$ cat src/rtl/ex_stage_pkg.sv
// Shared types and constants for the execute stage: ALU opcodes, forwarding selects,
// FSM states and the operand forwarding mux.
package ex_stage_pkg;

  localparam int unsigned Xlen   = 32;
  localparam int unsigned ShamtW = $clog2(Xlen);

  typedef enum logic [3:0] {
    AluAdd = 4'd0,
    AluSub = 4'd1,
    AluAnd = 4'd2,
    AluOr  = 4'd3,
    AluXor = 4'd4,
    AluSll = 4'd5,
    AluSra = 4'd6,
    AluMul = 4'd7
  } alu_ctrl_e;

  typedef enum logic [1:0] {
    FwdIdex  = 2'b00,
    FwdWb    = 2'b01,
    FwdExmem = 2'b10
  } fwd_sel_e;

  typedef enum logic [1:0] {
    StIdle,
    StBusy,
    StDone
  } ex_state_e;

  // Select 11 falls back to the ID/EX operand.
  function automatic logic [Xlen-1:0] fwd_mux(logic [1:0] sel, logic [Xlen-1:0] idex,
                                              logic [Xlen-1:0] exmem, logic [Xlen-1:0] wb);
    case (sel)
      FwdExmem: return exmem;
      FwdWb:    return wb;
      default:  return idex;
    endcase
  endfunction

endpackage

$ cat src/rtl/ex_stage_if.sv
// ID/EX inputs, forwarding controls and EX/MEM outputs of the execute stage.
interface ex_stage_if;
  import ex_stage_pkg::*;

  logic            valid_i;
  logic [Xlen-1:0] rs1_data_i;
  logic [Xlen-1:0] rs2_data_i;
  logic [Xlen-1:0] imm_i;
  logic            alu_src_i;
  logic [3:0]      alu_ctrl_i;
  logic [4:0]      rd_addr_i;
  logic            reg_write_i;
  logic            mem_read_i;
  logic            mem_write_i;
  logic            mem_to_reg_i;
  logic [1:0]      forward_a_i;
  logic [1:0]      forward_b_i;
  logic [Xlen-1:0] wb_data_i;

  logic            stall_o;
  logic [Xlen-1:0] alu_result_o;
  logic [Xlen-1:0] store_data_o;
  logic [4:0]      rd_addr_o;
  logic            reg_write_o;
  logic            mem_read_o;
  logic            mem_write_o;
  logic            mem_to_reg_o;

  modport master (
    output valid_i, rs1_data_i, rs2_data_i, imm_i, alu_src_i, alu_ctrl_i, rd_addr_i,
           reg_write_i, mem_read_i, mem_write_i, mem_to_reg_i, forward_a_i, forward_b_i,
           wb_data_i,
    input  stall_o, alu_result_o, store_data_o, rd_addr_o, reg_write_o, mem_read_o,
           mem_write_o, mem_to_reg_o
  );

  modport slave (
    input  valid_i, rs1_data_i, rs2_data_i, imm_i, alu_src_i, alu_ctrl_i, rd_addr_i,
           reg_write_i, mem_read_i, mem_write_i, mem_to_reg_i, forward_a_i, forward_b_i,
           wb_data_i,
    output stall_o, alu_result_o, store_data_o, rd_addr_o, reg_write_o, mem_read_o,
           mem_write_o, mem_to_reg_o
  );

endinterface

$ cat src/rtl/ex_stage_iter_mul.sv
// Iterative shift-add multiplier: one partial-product step per cycle, Xlen steps per product.
module ex_stage_iter_mul
  import ex_stage_pkg::*;
(
  input  logic            clk_i,
  input  logic            rst_i,
  input  logic            start_i,
  input  logic            step_i,
  input  logic [Xlen-1:0] mcand_i,
  input  logic [Xlen-1:0] mplier_i,
  output logic [Xlen-1:0] acc_o,
  output logic            last_o
);

  localparam int unsigned CntW = $clog2(Xlen);

  logic [Xlen-1:0] mcand_q;
  logic [Xlen-1:0] mplier_q;
  logic [Xlen-1:0] acc_q;
  logic [CntW-1:0] count_q;

  always_ff @(posedge clk_i or posedge rst_i) begin
    if (rst_i) begin
      mcand_q  <= '0;
      mplier_q <= '0;
      acc_q    <= '0;
      count_q  <= '0;
    end else if (start_i) begin
      mcand_q  <= mcand_i;
      mplier_q <= mplier_i;
      acc_q    <= '0;
      count_q  <= '0;
    end else if (step_i) begin
      if (mplier_q[0]) begin
        acc_q <= acc_q + mcand_q;
      end
      mcand_q  <= mcand_q << 1;
      mplier_q <= mplier_q >> 1;
      count_q  <= count_q + 1'b1;
    end
  end

  assign acc_o  = acc_q;
  // High during the final step, so the accumulator is complete on the following cycle.
  assign last_o = (count_q == CntW'(Xlen - 1));

endmodule

$ cat src/rtl/ex_stage.sv
// Execute stage: operand forwarding, single-cycle ALU, iterative MUL with upstream stall,
// and the EX/MEM pipeline register.
module ex_stage
  import ex_stage_pkg::*;
(
  input  logic     clk_i,
  input  logic     rst_i,
  ex_stage_if.slave ex_if
);

  ex_state_e       state_q, state_d;
  logic [Xlen-1:0] op_a, fwd_b, op_b, alu_res;
  logic            is_mul, mul_start, mul_step, mul_last, stall;
  logic [Xlen-1:0] mul_acc;

  logic [Xlen-1:0] result_d, result_q;
  logic [Xlen-1:0] store_d, store_q;
  logic [4:0]      rd_d, rd_q;
  logic [3:0]      ctl_d, ctl_q;
  logic [3:0]      ctl_in;

  assign op_a   = fwd_mux(ex_if.forward_a_i, ex_if.rs1_data_i, result_q, ex_if.wb_data_i);
  assign fwd_b  = fwd_mux(ex_if.forward_b_i, ex_if.rs2_data_i, result_q, ex_if.wb_data_i);
  assign op_b   = ex_if.alu_src_i ? ex_if.imm_i : fwd_b;
  assign is_mul = (ex_if.alu_ctrl_i == AluMul);
  assign ctl_in = {ex_if.reg_write_i, ex_if.mem_read_i, ex_if.mem_write_i, ex_if.mem_to_reg_i};

  always_comb begin
    alu_res = '0;
    case (ex_if.alu_ctrl_i)
      AluAdd:  alu_res = op_a + op_b;
      AluSub:  alu_res = op_a - op_b;
      AluAnd:  alu_res = op_a & op_b;
      AluOr:   alu_res = op_a | op_b;
      AluXor:  alu_res = op_a ^ op_b;
      AluSll:  alu_res = op_a << op_b[ShamtW-1:0];
      AluSra:  alu_res = $signed(op_a) >>> op_b[ShamtW-1:0];
      default: alu_res = '0;
    endcase
  end

  ex_stage_iter_mul u_iter_mul (
    .clk_i    (clk_i),
    .rst_i    (rst_i),
    .start_i  (mul_start),
    .step_i   (mul_step),
    .mcand_i  (op_a),
    .mplier_i (fwd_b),
    .acc_o    (mul_acc),
    .last_o   (mul_last)
  );

  always_ff @(posedge clk_i or posedge rst_i) begin
    if (rst_i) begin
      state_q <= StIdle;
    end else begin
      state_q <= state_d;
    end
  end

  always_comb begin
    state_d = state_q;
    unique case (state_q)
      StIdle:  if (ex_if.valid_i && is_mul) state_d = StBusy;
      StBusy:  if (mul_last) state_d = StDone;
      StDone:  state_d = StIdle;
      default: state_d = StIdle;
    endcase
  end

  always_comb begin
    stall     = 1'b0;
    mul_start = 1'b0;
    mul_step  = 1'b0;
    result_d  = alu_res;
    store_d   = fwd_b;
    rd_d      = ex_if.rd_addr_i;
    ctl_d     = ex_if.valid_i ? ctl_in : 4'b0;
    unique case (state_q)
      StIdle: begin
        if (ex_if.valid_i && is_mul) begin
          stall     = 1'b1;
          mul_start = 1'b1;
          result_d  = '0;
          store_d   = '0;
          rd_d      = '0;
          ctl_d     = 4'b0;
        end
      end
      StBusy: begin
        stall    = 1'b1;
        mul_step = 1'b1;
        result_d = '0;
        store_d  = '0;
        rd_d     = '0;
        ctl_d    = 4'b0;
      end
      // ID/EX is still holding the MUL, so its rd and controls retire with the product.
      StDone: begin
        result_d = mul_acc;
        ctl_d    = ctl_in;
      end
      default: ;
    endcase
  end

  always_ff @(posedge clk_i or posedge rst_i) begin
    if (rst_i) begin
      result_q <= '0;
      store_q  <= '0;
      rd_q     <= '0;
      ctl_q    <= '0;
    end else begin
      result_q <= result_d;
      store_q  <= store_d;
      rd_q     <= rd_d;
      ctl_q    <= ctl_d;
    end
  end

  assign ex_if.stall_o      = stall;
  assign ex_if.alu_result_o = result_q;
  assign ex_if.store_data_o = store_q;
  assign ex_if.rd_addr_o    = rd_q;
  assign ex_if.reg_write_o  = ctl_q[3];
  assign ex_if.mem_read_o   = ctl_q[2];
  assign ex_if.mem_write_o  = ctl_q[1];
  assign ex_if.mem_to_reg_o = ctl_q[0];

endmodule
$ cat src/flat_wrapper.sv
// flat-port wrapper written by rule: the top's interface ports become plain ports
module ex_stage_flat import ex_stage_pkg::*;
  (clk_i, rst_i, ex_if_valid_i, ex_if_rs1_data_i, ex_if_rs2_data_i, ex_if_imm_i, ex_if_alu_src_i, ex_if_alu_ctrl_i, ex_if_rd_addr_i, ex_if_reg_write_i, ex_if_mem_read_i, ex_if_mem_write_i, ex_if_mem_to_reg_i, ex_if_forward_a_i, ex_if_forward_b_i, ex_if_wb_data_i, ex_if_stall_o, ex_if_alu_result_o, ex_if_store_data_o, ex_if_rd_addr_o, ex_if_reg_write_o, ex_if_mem_read_o, ex_if_mem_write_o, ex_if_mem_to_reg_o);
  ex_stage_if ex_if_i ();
  input  logic clk_i;
  input  logic rst_i;
  input wire logic [$bits(ex_if_i.valid_i)-1:0] ex_if_valid_i;
  input wire logic [$bits(ex_if_i.rs1_data_i)-1:0] ex_if_rs1_data_i;
  input wire logic [$bits(ex_if_i.rs2_data_i)-1:0] ex_if_rs2_data_i;
  input wire logic [$bits(ex_if_i.imm_i)-1:0] ex_if_imm_i;
  input wire logic [$bits(ex_if_i.alu_src_i)-1:0] ex_if_alu_src_i;
  input wire logic [$bits(ex_if_i.alu_ctrl_i)-1:0] ex_if_alu_ctrl_i;
  input wire logic [$bits(ex_if_i.rd_addr_i)-1:0] ex_if_rd_addr_i;
  input wire logic [$bits(ex_if_i.reg_write_i)-1:0] ex_if_reg_write_i;
  input wire logic [$bits(ex_if_i.mem_read_i)-1:0] ex_if_mem_read_i;
  input wire logic [$bits(ex_if_i.mem_write_i)-1:0] ex_if_mem_write_i;
  input wire logic [$bits(ex_if_i.mem_to_reg_i)-1:0] ex_if_mem_to_reg_i;
  input wire logic [$bits(ex_if_i.forward_a_i)-1:0] ex_if_forward_a_i;
  input wire logic [$bits(ex_if_i.forward_b_i)-1:0] ex_if_forward_b_i;
  input wire logic [$bits(ex_if_i.wb_data_i)-1:0] ex_if_wb_data_i;
  output wire logic [$bits(ex_if_i.stall_o)-1:0] ex_if_stall_o;
  output wire logic [$bits(ex_if_i.alu_result_o)-1:0] ex_if_alu_result_o;
  output wire logic [$bits(ex_if_i.store_data_o)-1:0] ex_if_store_data_o;
  output wire logic [$bits(ex_if_i.rd_addr_o)-1:0] ex_if_rd_addr_o;
  output wire logic [$bits(ex_if_i.reg_write_o)-1:0] ex_if_reg_write_o;
  output wire logic [$bits(ex_if_i.mem_read_o)-1:0] ex_if_mem_read_o;
  output wire logic [$bits(ex_if_i.mem_write_o)-1:0] ex_if_mem_write_o;
  output wire logic [$bits(ex_if_i.mem_to_reg_o)-1:0] ex_if_mem_to_reg_o;
  assign ex_if_i.valid_i = ex_if_valid_i;
  assign ex_if_i.rs1_data_i = ex_if_rs1_data_i;
  assign ex_if_i.rs2_data_i = ex_if_rs2_data_i;
  assign ex_if_i.imm_i = ex_if_imm_i;
  assign ex_if_i.alu_src_i = ex_if_alu_src_i;
  assign ex_if_i.alu_ctrl_i = ex_if_alu_ctrl_i;
  assign ex_if_i.rd_addr_i = ex_if_rd_addr_i;
  assign ex_if_i.reg_write_i = ex_if_reg_write_i;
  assign ex_if_i.mem_read_i = ex_if_mem_read_i;
  assign ex_if_i.mem_write_i = ex_if_mem_write_i;
  assign ex_if_i.mem_to_reg_i = ex_if_mem_to_reg_i;
  assign ex_if_i.forward_a_i = ex_if_forward_a_i;
  assign ex_if_i.forward_b_i = ex_if_forward_b_i;
  assign ex_if_i.wb_data_i = ex_if_wb_data_i;
  assign ex_if_stall_o = ex_if_i.stall_o;
  assign ex_if_alu_result_o = ex_if_i.alu_result_o;
  assign ex_if_store_data_o = ex_if_i.store_data_o;
  assign ex_if_rd_addr_o = ex_if_i.rd_addr_o;
  assign ex_if_reg_write_o = ex_if_i.reg_write_o;
  assign ex_if_mem_read_o = ex_if_i.mem_read_o;
  assign ex_if_mem_write_o = ex_if_i.mem_write_o;
  assign ex_if_mem_to_reg_o = ex_if_i.mem_to_reg_o;
  ex_stage u_core (.clk_i(clk_i), .rst_i(rst_i), .ex_if(ex_if_i));
endmodule
$ cat config.mk
export PLATFORM = sky130hd
export DESIGN_NAME = ex_stage_flat
export DESIGN_NICKNAME = d
export VERILOG_FILES = /design/src/rtl/ex_stage_pkg.sv /design/src/rtl/ex_stage_if.sv /design/src/rtl/ex_stage_iter_mul.sv /design/src/rtl/ex_stage.sv /design/src/flat_wrapper.sv
export SDC_FILE = /design/constraint.sdc
export NUM_CORES = 1
export LEC_CHECK = 0
export ABC_CLOCK_PERIOD_IN_PS = 4100
export CORE_ASPECT_RATIO = 1.25
export CORE_MARGIN = 2
export CORE_UTILIZATION = 50
export DETAILED_ROUTE_END_ITERATION = 8
export PLACE_DENSITY_LB_ADDON = 0.05
export SYNTH_ARGS = -nofsm -noshare
export SYNTH_HDL_FRONTEND = slang
export SYNTH_HIERARCHICAL = 1
export SYNTH_SLANG_ARGS = --single-unit
$ cat constraint.sdc
create_clock -name clk_i -period 4.1 [get_ports clk_i]
set_input_delay 1.025 -clock clk_i [delete_from_list [all_inputs] [get_ports clk_i]]
set_output_delay 1.025 -clock clk_i [all_outputs]
set_load 0.05 [all_outputs]
# Word level (Yosys, flattened, before mapping)
# Cells that the tools add are included.
[totals] reg_bits=176 inputBits=149
[classes] addsub=4 eq_ne=16 shift=2 mux=29 bitwise_logic=3 reduce_logical=7
[ops] operator="32-bit 2-to-1 mux" n=10
[ops] operator="32-bit one-hot mux with 7 select lines" n=1
[ops] operator="32-bit one-hot mux with 2 select lines" n=3
[ops] operator="32-bit one-hot mux with 3 select lines" n=1
[ops] operator="32-bit adder" n=2
[ops] operator="32-bit bitwise AND" n=1
[ops] operator="32-bit bitwise OR" n=1
[ops] operator="32-bit by 5-bit << shifter with 32-bit output" n=1
[ops] operator="32-bit by 5-bit >>> shifter with 32-bit output" n=1
[ops] operator="32-bit subtractor" n=1
[ops] operator="32-bit bitwise XOR" n=1
[ops] operator="4-bit by 3-bit equality test with 1-bit output (second input constant)" n=4
[ops] operator="5-bit 2-to-1 mux" n=3
[ops] operator="4-bit one-hot mux with 3 select lines" n=1
[ops] operator="5-bit one-hot mux with 2 select lines" n=1
[ops] operator="4-bit by 2-bit equality test with 1-bit output (second input constant)" n=2
[ops] operator="4-bit 2-to-1 mux" n=2
[ops] operator="2-bit by 1-bit equality test with 1-bit output (second input constant)" n=3
[ops] operator="2-bit equality test (second input constant)" n=3
[ops] operator="5-bit by 1-bit adder with 5-bit output (second input constant)" n=1
[ops] operator="5-bit equality test (second input constant)" n=1
[ops] operator="4-bit by 1-bit equality test with 1-bit output (second input constant)" n=1
[ops] operator="4-bit zero test" n=1
[ops] operator="2-bit 2-to-1 mux" n=2
[ops] operator="8 further kinds" n=13

# Longest topological paths before layout
[depth] word_depth=7 mapped_depth=27

# Hierarchy
# The synthesis kept the hierarchy.
[by_module_without_submodules] module="ex_stage" instances=1 cells_per_inst=1629 area_per_inst_um2=12142.9 seq_area_each_um2=1876.8
[by_module_without_submodules] module="ex_stage_iter_mul" instances=1 cells_per_inst=640 area_per_inst_um2=5950.7 seq_area_each_um2=2527.4

# Least setup slack after synthesis
# Ideal clock, no wire load.
[synth_timing] path_kind="input-to-reg" from="in ex_if_forward_b_i[0]" to="reg u_core.result_q[16], in the netlist u_core/ex_if.alu_result_o[16]" arrival_ns=5.446 required_time_ns=3.968 slack_ns=-1.478 stages=23 cell_sequence="inv_1 ha_1 buf_6 a221oi_1 o31a_1 buf_4 buf_4 buf_2 buf_2 ha_1 inv_1 nand4bb_1 o21ai_0 xnor2_1 ha_1 and2_1 o21ai_0 o21ai_0 o41ai_1 o21ai_0 xor2_1 a2111oi_0 nor2_1"
[synth_via] elab_chain_len=7 elab_cells_between_ends=14 cone_classes="add/sub (2); eq/ne (2); shift (2); mux (5); bitwise (3)"
[synth_lines] element="start, declared" line="flat_wrapper.sv:19" source="input wire logic [$bits(ex_if_i.forward_b_i)-1:0] ex_if_forward_b_i;"
[synth_lines] element="2-bit by 1-bit equality test with 1-bit output or 2-bit equality test (tied branches)" line="ex_stage_pkg.sv:34" source="case (sel)"
[synth_lines] element="32-bit one-hot mux with 2 select lines (*)" line="ex_stage_pkg.sv:34"
[synth_lines] element="32-bit 2-to-1 mux (*)" line="ex_stage.sv:24" source="assign op_b = ex_if.alu_src_i ? ex_if.imm_i : fwd_b;"
[synth_lines] element="32-bit subtractor, or another cell as far along" line="ex_stage.sv:32" source="AluSub: alu_res = op_a - op_b;"
[synth_lines] element="32-bit one-hot mux with 7 select lines (*)" line="ex_stage.sv:30" source="case (ex_if.alu_ctrl_i)"
[synth_lines] element="32-bit 2-to-1 mux" line="ex_stage.sv:81" source="if (ex_if.valid_i && is_mul) begin"
[synth_lines] element="32-bit one-hot mux with 3 select lines (*)" line="ex_stage.sv:79" source="unique case (state_q)"
[synth_lines] element="via u_core.result_d[16]" line="ex_stage.sv:16" source="logic [Xlen-1:0] result_d, result_q;"
[synth_lines] element="end signal, assigned" line="ex_stage.sv:114" source="result_q <= result_d;"
[synth_lines] element="end, declared" line="ex_stage.sv:16"
# Mark *: on every way through the listed nets, which the timed path passes. The rest lies on a longest branch.
# A chain may end at the register's enable or synchronous reset.

# Worst setup path after layout
[layout_timing] from="in ex_if_forward_b_i[1]" to="reg u_core.result_q[22], in the netlist u_core/ex_if.alu_result_o[22]"
# The elaborated chain is that of the path after synthesis.

==> reports/results.ini <==
[sta]
fin_ws_ns = -0.793
setup_viol = 27
fin_skew_ns = 0.0187
drv_slew = 0
tightest_slew_ns = 0.826
grt_setup_unrepaired = true
clock.fmax_mhz = 204
final.period_utilization = 1.19
hold_viol = 0
max_slew_margin = 0.449
min_period_ns = 4.89

[clock_tree]
cts_sinks = 176
cts.path.max_buffers = 2
path_clk_slew_ns = 0.09
clock_latency_ns = 0.47
cts_tree = yes
cts_made_buffers = 17
ctsRootBufferMaster = clkbuf_16
h-tree-depth = 4

[yosys]
ys_types = 101
netlist_instances = 2269
syn_area_um2 = 18100
synthDominantCellAreaShare = 0.243
syn_nets = 2561
syn_area_per_cell_um2 = 7.97
ys_seq_area_frac = 0.243
synthFlopType = dfrtp_1
synth.area.top_cells = dfrtp_1 24%, mux2i_1 10%, ha_1 9.8%
synth-edff-count = 0
async_reset_ff_frac = 1.00
synth_seq_cells = 176
ys_warn_count = 6
yosys.area.top_type = dfrtp_1

[outcome]
violations = negative setup slack
outcome = finished, violations left

[power_and_ir_drop]
pwr-share-seq = 0.222
p_sw_mw = 6.52
combPwrFrac = 0.642
internal_power_mw = 6.78
ir_drop_mv = 0.561
pwr-share-clk = 0.136
p_total_mw = 13.3
p_per_area_nw_per_um2 = 491
p_sw_frac = 0.490
leakage_nw = 12.5

[floorplan]
start_util = 0.509
die-width_um = 174
die-area_um2 = 37700
dieHeight_um = 217
io-pin-count = 223
rows = 77
coreArea_um2 = 35600

[place]
place_hpwl_um = 73900
place_ws_ns = -1.81
routabilityCongestion = 1.09
port_buffers = 222

[worst_setup_path]
critPathLaunchType = input pin
crit_type = in2reg
required_ns = 4.40
r2r_setup_slack_ns = -0.17
crit_fanout = 6
cp.arrival_ns = 5.20
reg2reg_depth = 20
critPathCaptureType = flop
worstReg2RegEnd = u_core/ex_if.alu_result_o[30]
worstReg2RegStart = u_core/ex_if.alu_result_o[20]

[layout]
nets = 3268
syn_to_final_growth_pct = 49.6
final_util = 0.761
drive_above_1_share = 0.305
diodes = 0

[worst_hold_path]
hold-path-endpoint = u_core/u_iter_mul/count_q[4]
hp-start = u_core/u_iter_mul/count_q[4]
hold_path_class = reg2reg
hold_depth = 2

[route]
drc_errors = 0
vias = 22772
wl_um = 95700
wl_per_cell_um = 27.6
dr.first_iter.drc_count = 3653
antenna_left = 0
firstDrtPassIters = 7
via_per_inst = 6.58

[grt]
grt_max_degree = 118
grt.total_usage = 0.487
grt_pass1_wl_um = 137000
grt_pass1_vias = 21979
overflow = 0
antenna_found_initial = 3

[job]
drv_cap = 0

-- how the worst max path moves through the flow --
stage                         start  slack, ns  depth (start not counted)                            end
3_3_place_gp   ex_if_forward_b_i[0]      -1.79                         20  u_core/ex_if.alu_result_o[27]
3_5_place_dp   ex_if_forward_b_i[0]      -1.81                         22  u_core/ex_if.alu_result_o[30]
4_1_cts        ex_if_forward_b_i[1]      -0.63                         26  u_core/ex_if.alu_result_o[31]
5_1_grt        ex_if_forward_b_i[1]      -0.88                         24  u_core/ex_if.alu_result_o[29]
2_1_floorplan  ex_if_forward_b_i[1]      -0.78                         26  u_core/ex_if.alu_result_o[31]
6_report       ex_if_forward_b_i[1]      -0.79                         25  u_core/ex_if.alu_result_o[22]
-- routing by layer --
metal  global-route usage  share of wire
met1                0.610           0.37
met2                0.752           0.43
met3                0.105           0.12
met4                0.330          0.086
met5                    0        0.00014
-- cells by family (layout without fill, tap and decap cells) --
kind of cell	after synthesis	count (layout)	share of synthesized area
xor gates and xnor gates	74	74	0.0358
and+or+nand+nor	649	649	0.161
adders and majority gates	143	143	0.0997
buffers and inverters	254	974	0.0628
DFF	176	176	0.243
AOI/OAI and AO/OA	763	763	0.279
muxes	210	210	0.118
-- worst max-delay path, cell delays in order --
cell and delay, ns:
buf_6 0.10, buf_6 0.11, ha_4 0.25, buf_12 0.14, buf_6 0.11, a221oi_4 0.22, o22ai_2 0.14, o31ai_1 0.24
buf_4 0.15, nand3b_1 0.20, buf_6 0.21, nor2_4 0.12, buf_4 0.12, nor2_1 0.04, xnor2_1 0.14, ha_2 0.40
nor3_2 0.06, nor2_1 0.16, o41ai_2 0.10, buf_4 0.17, buf_12 0.13, o221ai_4 0.17, nand2_1 0.09, xor2_1 0.16
o211ai_1 0.41
-- what timing repair did --
action	CTS	global route
hold buffers	0	0
gates resized for setup	139	128
gates cloned	0	2
setup buffers	22	18
setup endpoints to repair	33	32
pin swaps	89	69
-- power by group through the flow --
stage | sequential, mW | clock, mW | combinational, mW
after floorplan | 3.12 | 0 | 4.32
after global placement | 2.90 | 0 | 7.49
after detailed placement | 2.93 | 0 | 7.73
after CTS | 2.90 | 1.81 | 7.98
after global routing | 2.98 | 1.87 | 8.98
final | 2.96 | 1.80 | 8.54
-- layout make-up --
class	instances	area, um^2
Multi-Input combinational cell	1839	13800
Fill cell	2490	8480
Timing Repair Buffer	833	7220
Sequential cell	176	4400
Tap cell	474	593
Inverter	109	439
Clock buffer	17	425
Clock inverter	15	203
-- cells in the final DEF, fill, tap and decap left out, drive strengths merged, types with 62 or more instances in the layout --
cell and count:
buf 612, nand2 275, o21ai 237, clkdlybuf4s50 214
mux2i 189, nor2 184, dfrtp 176, a21oi 161
ha 141, inv 111, a22oi 62
-- cell usage after synthesis (all sizes together), types with 12 or more instances --
library cell  number
a22oi             62
inv              106
o211ai            29
xor2              21
nor2             184
and2              39
nand3             27
a21o              26
a21oi            161
ha               141
o221ai            16
a31oi             26
a221o             24
xnor2             53
clkbuf            80
a211oi            34
nand2            275
and3              13
or3               12
nand2b            14
nor3              26
a221oi            27
mux2              20
dfrtp            176
mux2i            189
o22ai             12
o21ai            237
nor2b             19
o21a              12
buf               65
-- sequential cells by signal, indices dropped and copies added, names as in the netlist --
signal	count
u_core/ex_if.rd_addr_o	5
u_core/u_iter_mul/mcand_q	32
u_core/u_iter_mul/mplier_q	32
u_core/ex_if.alu_result_o	32
u_core/u_iter_mul/acc_o	32
u_core/u_iter_mul/count_q	5
u_core/ctl_q	4
u_core/ex_if.store_data_o	32
u_core/state_q	2
-- per-stage QoR --
step | std cells | hold slack [ns] | setup TNS [ns] | cell area, um^2
after floorplan | 2269 | 0.456 | -12.27 | 18400
after global placement | 3391 | 0.512 | -41.83 | 24900
after detailed placement | 3391 | 0.522 | -43.53 | 24900
after CTS | 3443 | 0.545 | -10.59 | 26300
after global routing | 3463 | 0.592 | -17.14 | 27100
final | 3463 | 0.547 | -14.94 | 27100
Power figures use the tool's default switching activity.
